File: config.mk
export PLATFORM = sky130hd
export DESIGN_NAME = updown_counter_param_flat
export DESIGN_NICKNAME = d
export VERILOG_FILES = /design/src/rtl/updown_counter_param_if.sv /design/src/rtl/updown_counter_param.sv /design/src/flat_wrapper.sv
export SDC_FILE = /design/constraint.sdc
export NUM_CORES = 1
export LEC_CHECK = 0
export ABC_AREA = 1
export ABC_CLOCK_PERIOD_IN_PS = 2520
export CORE_MARGIN = 5
export CORE_UTILIZATION = 50
export DETAILED_ROUTE_END_ITERATION = 8
export GPL_TIMING_DRIVEN = 0
export HOLD_SLACK_MARGIN = 0.03
export PLACE_DENSITY = 0.86
export SLEW_MARGIN = 10
export SYNTH_ARGS = -nofsm -noshare
export SYNTH_HDL_FRONTEND = slang
export SYNTH_SLANG_ARGS = --single-unit
File: constraint.sdc
create_clock -name clk -period 2.52 [get_ports clk]
set_input_delay 0.63 -clock clk [delete_from_list [all_inputs] [get_ports clk]]
set_output_delay 0.63 -clock clk [all_outputs]
set_load 0.005 [all_outputs]
File: src/rtl/updown_counter_param_if.sv
// updown_counter_param_if: control, limit and status bundle for the parametrised up/down counter
interface updown_counter_param_if #(
    parameter int WIDTH  = 8,
    parameter int STEP_W = 4
);
    logic              en;
    logic              up;
    logic [STEP_W-1:0] step;
    logic              clr;
    logic              load;
    logic [WIDTH-1:0]  load_val;
    logic [WIDTH-1:0]  lo_limit;
    logic [WIDTH-1:0]  hi_limit;
    logic              sat_mode;
    logic [WIDTH-1:0]  count;
    logic              at_max;
    logic              at_min;
    logic              wrap_p;
    logic              ovf_sticky;
    logic              cfg_err;
    modport master (
        output en, up, step, clr, load, load_val, lo_limit, hi_limit, sat_mode,
        input  count, at_max, at_min, wrap_p, ovf_sticky, cfg_err
    );
    modport slave (
        input  en, up, step, clr, load, load_val, lo_limit, hi_limit, sat_mode,
        output count, at_max, at_min, wrap_p, ovf_sticky, cfg_err
    );
endinterface

File: src/rtl/updown_counter_param.sv
// updown_counter_param: up/down counter with step, runtime limits, wrap/saturate, load/clear and status flags
module updown_counter_param #(
    parameter int               WIDTH     = 8,
    parameter int               STEP_W    = 4,
    parameter logic [WIDTH-1:0] RESET_VAL = '0
) (
    input logic                   clk,
    input logic                   rst,
    updown_counter_param_if.slave bus
);
    logic [WIDTH-1:0] count_q, clamped, stepped, nxt;
    logic [WIDTH:0]   step_x, sum, lo_sum;
    logic             cfg_err, step_ok, hit, wrap_q, ovf_q;
    assign cfg_err = bus.lo_limit > bus.hi_limit;
    assign step_x  = (WIDTH+1)'(bus.step);
    // Compare at WIDTH+1 bits so neither count+step nor lo_limit+step can overflow
    assign sum     = {1'b0, count_q} + step_x;
    assign lo_sum  = {1'b0, bus.lo_limit} + step_x;
    assign step_ok = bus.en && !cfg_err && (bus.step != '0);
    assign hit     = step_ok && (bus.up ? (sum > {1'b0, bus.hi_limit}) : ({1'b0, count_q} < lo_sum));
    assign stepped = bus.up ? sum[WIDTH-1:0] : count_q - step_x[WIDTH-1:0];
    assign clamped = bus.load_val < bus.lo_limit ? bus.lo_limit :
                     bus.load_val > bus.hi_limit ? bus.hi_limit : bus.load_val;
    always_comb begin
        nxt = bus.clr  ? bus.lo_limit :
              bus.load ? (cfg_err ? bus.load_val : clamped) :
              hit      ? ((bus.sat_mode ~^ bus.up) ? bus.hi_limit : bus.lo_limit) :
              step_ok  ? stepped : count_q;
    end
    always_ff @(posedge clk or posedge rst) begin
        if (rst) begin
            count_q <= RESET_VAL;
            wrap_q  <= 1'b0;
            ovf_q   <= 1'b0;
        end else begin
            count_q <= nxt;
            wrap_q  <= !bus.clr && !bus.load && hit;
            ovf_q   <= bus.clr ? 1'b0 : (ovf_q || (!bus.load && hit));
        end
    end
    assign bus.count      = count_q;
    assign bus.wrap_p     = wrap_q;
    assign bus.ovf_sticky = ovf_q;
    assign bus.cfg_err    = cfg_err;
    assign bus.at_max     = count_q == bus.hi_limit;
    assign bus.at_min     = count_q == bus.lo_limit;
endmodule

File: src/flat_wrapper.sv
// flat-port wrapper written by rule: the top's interface ports become plain ports
module updown_counter_param_flat 
#(
    parameter int               WIDTH     = 8,
    parameter int               STEP_W    = 4,
    parameter logic [WIDTH-1:0] RESET_VAL = '0
)
  (clk, rst, bus_en, bus_up, bus_step, bus_clr, bus_load, bus_load_val, bus_lo_limit, bus_hi_limit, bus_sat_mode, bus_count, bus_at_max, bus_at_min, bus_wrap_p, bus_ovf_sticky, bus_cfg_err);
  updown_counter_param_if #(.WIDTH(WIDTH), .STEP_W(STEP_W)) bus_i ();
  input logic clk;
  input logic rst;
  input wire logic [$bits(bus_i.en)-1:0] bus_en;
  input wire logic [$bits(bus_i.up)-1:0] bus_up;
  input wire logic [$bits(bus_i.step)-1:0] bus_step;
  input wire logic [$bits(bus_i.clr)-1:0] bus_clr;
  input wire logic [$bits(bus_i.load)-1:0] bus_load;
  input wire logic [$bits(bus_i.load_val)-1:0] bus_load_val;
  input wire logic [$bits(bus_i.lo_limit)-1:0] bus_lo_limit;
  input wire logic [$bits(bus_i.hi_limit)-1:0] bus_hi_limit;
  input wire logic [$bits(bus_i.sat_mode)-1:0] bus_sat_mode;
  output wire logic [$bits(bus_i.count)-1:0] bus_count;
  output wire logic [$bits(bus_i.at_max)-1:0] bus_at_max;
  output wire logic [$bits(bus_i.at_min)-1:0] bus_at_min;
  output wire logic [$bits(bus_i.wrap_p)-1:0] bus_wrap_p;
  output wire logic [$bits(bus_i.ovf_sticky)-1:0] bus_ovf_sticky;
  output wire logic [$bits(bus_i.cfg_err)-1:0] bus_cfg_err;
  assign bus_i.en = bus_en;
  assign bus_i.up = bus_up;
  assign bus_i.step = bus_step;
  assign bus_i.clr = bus_clr;
  assign bus_i.load = bus_load;
  assign bus_i.load_val = bus_load_val;
  assign bus_i.lo_limit = bus_lo_limit;
  assign bus_i.hi_limit = bus_hi_limit;
  assign bus_i.sat_mode = bus_sat_mode;
  assign bus_count = bus_i.count;
  assign bus_at_max = bus_i.at_max;
  assign bus_at_min = bus_i.at_min;
  assign bus_wrap_p = bus_i.wrap_p;
  assign bus_ovf_sticky = bus_i.ovf_sticky;
  assign bus_cfg_err = bus_i.cfg_err;
  updown_counter_param #(.WIDTH(WIDTH), .STEP_W(STEP_W), .RESET_VAL(RESET_VAL)) u_core (.clk(clk), .rst(rst), .bus(bus_i));
endmodule
==> run_results.csv <==
group,metric,value,unit
outcome,status,"complete, but fails checks",
outcome,violations,"setup timing",
sta,skew,0.00279,ns
global_route,grt_pass1_wl,17100,um
synthesis,synth_top_area_frac,0.209,
synthesis,ys_seq_area_frac,0.0836,
global_route,grt_pass1_vias,3675,
routing,wl_met1,4020,um
synthesis,ys_warn_count,0,
sta,tightestPinTransition,0.494,ns
routing,drt_drc_violations_left,0,
clock_network,tritoncts,"built",
clock_network,clock_path_buffers,2,
routing,dr_total_vias,3855,
critical_path,cp.required,2.68,ns
min_path,hold_path.class,"reg2reg",
synthesis,synth_nets,556,
critical_path,critPathSlowestCell,"fa_2",
pwr,power_frac_comb,0.785,
sta,hold_viol,0,
global_route,grt_max_degree,12,
critical_path,r2r_end,"u_core.bus.count[0]$_DFFE_PP0P_",
final_layout,antenna_cells,0,
critical_path,ff2ff_setup_slack,-0.66,ns
floorplan,core_area,0.00589,sq mm
final_layout,final_nets,635,
routing,wl,11300,um
sta,rsz0062_at_grt,"yes",
sta,setup_viol,10,
critical_path,crit_chain,"buf_8 -> ha_4 -> fa_2 -> nand3_2 -> nand3_2 -> nand2_2 -> nor2_2 -> xor2_1 -> inv_1 -> ha_4 -> nand2_1 -> inv_1 -> nand2_1 -> nand2_1 -> nand2_1 -> nand2_2 -> nand2_4 -> nand2_4 -> nand3_4 -> nand2_1 -> nand3_1 -> nand2_1 -> nand2_1 -> nand2_1",
clock_network,cts_buffers,3,
synthesis,ys_types,42,
routing,dr.pass1.iters,6,
final_layout,drive_gt1_frac,0.292,
critical_path,critPathMaxFanout,5,
placed_design,place_congestion,1.06,
pwr,power_density,462,mW/mm^2
floorplan,dieArea,0.00764,sq mm
clock_network,htreeDepth,1,
synthesis,synth-seq-cells,10,
sta,period_share,1.28,
routing,wl_met3,1440,um
floorplan,die_w,87.4,um
min_path,holdPathEnd,"u_core.bus.ovf_sticky$_DFF_PP0_",
floorplan,start_util,0.509,
floorplan,pin_count,48,
pwr,ir_worst_vdd,0.253,mV
clock_network,cts_root_buf,"clkbuf_8",
floorplan,rows,28,
pwr,p_leak,0.00207,uW
pwr,power.internal,919,uW
min_path,hold_depth,2,
min_path,hold_start,"u_core.bus.ovf_sticky$_DFF_PP0_",
floorplan,die_h,87.4,um
placed_design,place_area,0.00358,sq mm
critical_path,end_kind,"flip-flop",
synthesis,syn_area_per_cell,6.40,sq um
global_route,grt_overflow_total,0,
pwr,clkPwrFrac,0.082,
final_layout,utilization,0.695,
synthesis,syn_area,0.00299,sq mm
routing,drt_iter0_markers,512,
clock_network,insertion_delay,0.23,ns
critical_path,worstPathArrival,3.38,ns
final_layout,syn2layout_area_growth,36.6,%
sta,relSlewSlack,0.670,
clock_network,clk_pin_slew,0.04,ns
placed_design,place_ws,-1.37,ns
routing,wl_per_cell,18.3,um
pwr,seqPwrFrac,0.133,
placed_design,dp_hpwl,7420,um
sta,max_freq,311,MHz
critical_path,r2r_start,"u_core.bus.count[0]$_DFFE_PP0P_",
routing,postRouteAntennaNets,0,
synthesis,yosys.area.top_type,"ha_1",
clock_network,cts.sink_count,10,
routing,routed_via_density,6.22,
final_layout,final_area,0.00409,sq mm
sta,min_period,3.21,ns
global_route,antenna_found_initial,0,
routing,top_layer_used,"met4",
routing,routed-wl-met2,5070,um
critical_path,rr_worst_depth,23,
sta,fin_hold_ws,0.500,ns
placed_design,io_buffer_count,46,
global_route,grtUsageTotal,0.278,
synthesis,synthTopCellsByArea,"ha_1 21%, nand2_1 15%, nand3_1 8.7%",
pwr,switchingPower,970,uW
job,cap_viol_max_count,0,
critical_path,critPathLaunchType,"input port",
critical_path,slowest_delay,0.38,ns
critical_path,path_class,"in2reg",
synthesis,syn_inst,468,
pwr,p_sw_frac,0.513,
sta,slew_violations,0,
critical_path,crit_path_frequent_cell,"nand2_1",
clock_network,hold_buffers,0,
sta,finalWorstSetupSlack,-0.694,ns
[power by group through the flow]
| stage | clock network [uW] | registers [uW] | logic (uW) |
|---|---|---|---|
| after floorplan | 0 | 230 | 757 |
| after global placement | 0 | 245 | 1040 |
| after detailed placement | 0 | 247 | 1080 |
| after CTS | 156 | 245 | 1270 |
| after global routing | 168 | 251 | 1580 |
| final | 156 | 250 | 1480 |
[Yosys cell counts]
library cell and instances:
nand2_1 123, inv_1 67, nand3_1 52, ha_1 50, a21oi_1 32, o21ai_0 22, nand4_1 14, nor2_1 14
xor2_1 13, nand2_2 11, dfrtp_1 10, xnor2_1 9, o21ai_1 6, inv_2 4, fa_1 3, nand3_2 3
nor2_2 3, a21oi_2 2, buf_2 2, buf_6 2, nand2_4 2, nor4_1 2, o21a_1 2, or2_2 2
a21boi_2 1, a21oi_4 1, a22o_2 1, a31oi_1 1, buf_4 1, clkbuf_2 1, clkinv_1 1, dlygate4sd1_1 1
inv_4 1, nand3_4 1, nand3b_1 1, nand4_2 1, nor2_4 1, nor2_8 1, o211ai_2 1, o22ai_1 1
o41ai_4 1, xor2_2 1
[final cells by class]
type | count | area (sq um)
Buffer | 7 | 53.8
Clock buffer | 3 | 41.3
Fill cell | 474 | 1790
Inverter | 73 | 289
Multi-Input combinational cell | 381 | 2770
Sequential cell | 10 | 255
Tap cell | 75 | 93.8
Timing Repair Buffer | 71 | 584
[per-stage QoR]
stage	power, uW	setup TNS [ns]	cells
floorplan	987	-2.94	468
global placement	1280	-14.20	589
detailed placement	1330	-15.24	589
CTS	1670	-4.18	615
global route	2000	-6.76	620
finish	1890	-5.82	620
[flip-flops by register name, indices dropped and copies added (netlist names)]
register / count
u_core.bus.count: 8
u_core.bus.ovf_sticky: 1
u_core.bus.wrap_p: 1
[per-layer routing]
metal | GRT usage | up-vias
li1 | - | 1704
met1 | 0.341 | 1715
met2 | 0.470 | 332
met3 | 0.0426 | 104
met4 | 0.135 | 0
met5 | 0 | -
[how the worst max path moves through the flow]
stage / from / to / slack [ns] / cells past startpoint
CTS: bus_step[0] / u_core.bus.count[2]$_DFFE_PP0P_ / -0.45 / 24
floorplan: bus_step[0] / u_core.bus.count[1]$_DFFE_PP0P_ / -0.34 / 23
finish: bus_step[0] / u_core.bus.count[0]$_DFFE_PP0P_ / -0.69 / 24
global placement: bus_step[1] / u_core.bus.count[6]$_DFFE_PP0P_ / -1.27 / 25
detailed placement: bus_step[1] / u_core.bus.count[2]$_DFFE_PP0P_ / -1.37 / 25
global route: bus_step[0] / u_core.bus.count[0]$_DFFE_PP0P_ / -0.76 / 24
[worst max-delay path, delay by kind of cell]
family	cells	cell delay (ns)
simple gates	17	1.43
fa+ha+maj	3	0.82
buf+inv	3	0.28
xor+xnor	1	0.21
[kinds of logic after synthesis]
group                    Yosys count  synth area share
flip-flops                        10            0.0836
adder cells (fa/ha/maj)           53             0.229
AO/OA/AOI/OAI                     71             0.141
XOR/XNOR                          23            0.0698
AND/OR/NAND/NOR                  231             0.366
buffers and inverters             80             0.110
[cells in the final DEF, fill, tap and decap left out, types with 3 or more instances in the layout]
| master | count |
|---|---|
| a21oi_1 | 27 |
| a21oi_2 | 7 |
| buf_2 | 10 |
| buf_4 | 30 |
| buf_6 | 4 |
| clkbuf_2 | 3 |
| clkbuf_4 | 3 |
| clkbuf_8 | 3 |
| clkdlybuf4s50_1 | 23 |
| dfrtp_1 | 6 |
| dfrtp_2 | 4 |
| dlygate4sd2_1 | 3 |
| ha_1 | 37 |
| ha_4 | 13 |
| inv_1 | 57 |
| inv_2 | 9 |
| inv_4 | 6 |
| nand2_1 | 107 |
| nand2_2 | 24 |
| nand2_4 | 7 |
| nand3_1 | 46 |
| nand3_2 | 9 |
| nand4_1 | 14 |
| nor2_1 | 10 |
| nor2_2 | 4 |
| nor2_4 | 4 |
| o21ai_0 | 21 |
| o21ai_1 | 6 |
| xnor2_1 | 9 |
| xor2_1 | 12 |
[repair_timing]
action                     4_1_cts  5_1_grt
gates resized for setup        135       47
pin swaps                       28       34
buffers inserted                20        5
gates cloned                     3        0
setup endpoints to repair       13       12
No activity file was read; power rests on OpenSTA's default activity.
==> RTL change, RTL diff (same flow settings) <==
`WIDTH` is set to 8 in 3 places; all go to 12.
--- a/src/rtl/updown_counter_param_if.sv
+++ b/src/rtl/updown_counter_param_if.sv
@@ -2,3 +2,3 @@
 interface updown_counter_param_if #(
-    parameter int WIDTH  = 8,
+    parameter int WIDTH  = 12,
     parameter int STEP_W = 4
--- a/src/rtl/updown_counter_param.sv
+++ b/src/rtl/updown_counter_param.sv
@@ -2,3 +2,3 @@
 module updown_counter_param #(
-    parameter int               WIDTH     = 8,
+    parameter int               WIDTH     = 12,
     parameter int               STEP_W    = 4,
--- a/src/flat_wrapper.sv
+++ b/src/flat_wrapper.sv
@@ -3,3 +3,3 @@
 #(
-    parameter int               WIDTH     = 8,
+    parameter int               WIDTH     = 12,
     parameter int               STEP_W    = 4,
Ports: changed (resized bus_count, bus_hi_limit, bus_lo_limit and bus_load_val); port bits go from 48 to 64. The function was not compared with the original's and may differ.
==> RTL change against the unedited design <==
  * Clock power rose by 24%
  * Maximum frequency increased by 2.3%
  * Cell area increased by 53%
  * Routed wire length up 42%
  * Setup slack better by 0.072 ns
  * Final cell count up 56%
  * Sequential cell count grew 4
  * Die area is 42% higher
  * Critical path type unchanged
  * Count of clock-buffer cells in the layout unchanged
  * Critical endpoint is now u_core.bus.count[3]
  * Clock skew hardly changed
  * The flow still finishes with violations (negative setup slack)
  * Synthesized area rose by 48%
  * Largest cell class unchanged
  * Largest power group unchanged
  * Power rose by 35%
==> RTL change: results (changes against the unedited design) <==
stage	metric	value	unit	change
status	outcome	finished, violations left		
status	failed_checks	negative setup slack		
final_layout	stdcell_count	968		+56%
yosys	synth_common_cells	nand2_1 (244), nand3_1 (88), inv_1 (77)		
final_layout	multi_input_area	0.00417	mm2	+50%
global_routing	grt_pass1_vias	5236		+42%
final_layout	fillers	685		+45%
yosys	synth.net_count	873		+57%
yosys	synth.cell_area	0.00444	mm2	+48%
cts	cts.clk_slew.worst_paths	0.06	ns	+0.02 ns
final_layout	buffer_area_share	17.7	%	+2.1 points
yosys	synthAdderAreaFrac	21.1	%	-1.8 points
route	initialDrtViolationCount	609		+19%
sta	setup_violations	14		+4
yosys	synth_seq_area_share	7.90	%	-0.46 points
final_layout	comb.multi_input.count	609		+60%
placement	placed_area	0.00533	mm2	+49%
final_layout	final_nets	982		+55%
yosys	synth-xor-area-share	7.50	%	+0.52 points
yosys	yosysUniqueCellTypes	33		-21%
global_routing	grtUsageTotal	27.9	%	+0.10 points
yosys	synth_compound_area_share	8.86	%	-5.3 points
cts	worstSkewPairLatency	0.25	ns	+0.02 ns
power_and_ir_drop	p_per_area	409	mW/mm2	-11%
yosys	ys_ff_latch	14		+4
placement	dpl.cell_count	922		+57%
final_layout	largest_register_ffs	12		+4
sta	max_slew_margin	53.6	%	-13 points
setup_path	critPathMaxStageDelay	0.36	ns	-0.02 ns
final_layout	drive_gt1_share	29.3	%	+0.13 points
global_routing	grt_max_degree	15		+3
placement	dp_hpwl	11.9	mm	+60%
final_layout	n_all_inverters	103		+41%
power_and_ir_drop	p_leak	3.13	nW	+51%
route	route.vias.total	5543		+44%
global_routing	grt_use_met1	35.0	%	+0.89 points
global_routing	grt_pass1_wl	25.4	mm	+48%
final_layout	buffers	131		+68%
sta	tns	-7.94	ns	-2.12 ns
global_routing	use_met3	2.61	%	-1.7 points
yosys	syn_avg_cell_area	5.89	um2	-7.9%
placement	port_buffers	61		+33%
placement	place_congestion	0.997		-5.7%
route	routed_wl	16.1	mm	+42%
sta	setup_ws	-0.622	ns	+0.0725 ns
RTL change: power breakdown:
group / internal (mW) / total [mW] / switching, mW
registers: 0.261 / 0.317 / 0.0556
logic: 0.879 / 2.04 / 1.16
clock network: 0.106 / 0.194 / 0.0884
RTL change: path summary, 6_finish.rpt:
kind,from,endpoint,slack [ns]
hold reg to reg,u_core.bus.ovf_sticky,u_core.bus.ovf_sticky,0.51
setup / recovery,bus_step[0],u_core.bus.count[3],-0.62
max in group asynchronous,rst,u_core.bus.count[1],1.37
min in group asynchronous,rst,u_core.bus.wrap_p,0.74
hold / removal,u_core.bus.ovf_sticky,u_core.bus.ovf_sticky,0.51
setup reg to reg,u_core.bus.count[3],u_core.bus.count[3],-0.60
RTL change: metrics by stage:
stage,setup WS (ns),hold WS (ns)
final,-0.622,0.510
after global routing,-0.759,0.527
after CTS,-0.602,0.484
after detailed placement,-1.60,0.478
after global placement,-1.56,0.474
after floorplan,-0.430,0.482
RTL change: repair_timing:
item / in CTS / in global routing
buffers inserted: 28 / 13
pin swaps: 40 / 49
hold buffers: 0 / 0
gates resized for setup: 236 / 65
endpoints found under the hold margin: 0 / 0
setup endpoints to repair: 17 / 17
gates cloned: 2 / 1
RTL change: cell families (layout without fill, tap and decap cells):
family / Yosys count / in the layout
xor+xnor: 38 / 38
compound gates: 74 / 74
simple gates: 424 / 424
fa+ha+maj: 73 / 73
buf+inv: 130 / 237
flops: 14 / 14
RTL change: per-layer routing:
layer / vias up / share of wire (%)
met1: 2484 / 40
met3: 81 / 8.3
met2: 316 / 47
met5: - / 0
met4: 0 / 4.9
li1: 2662 / -
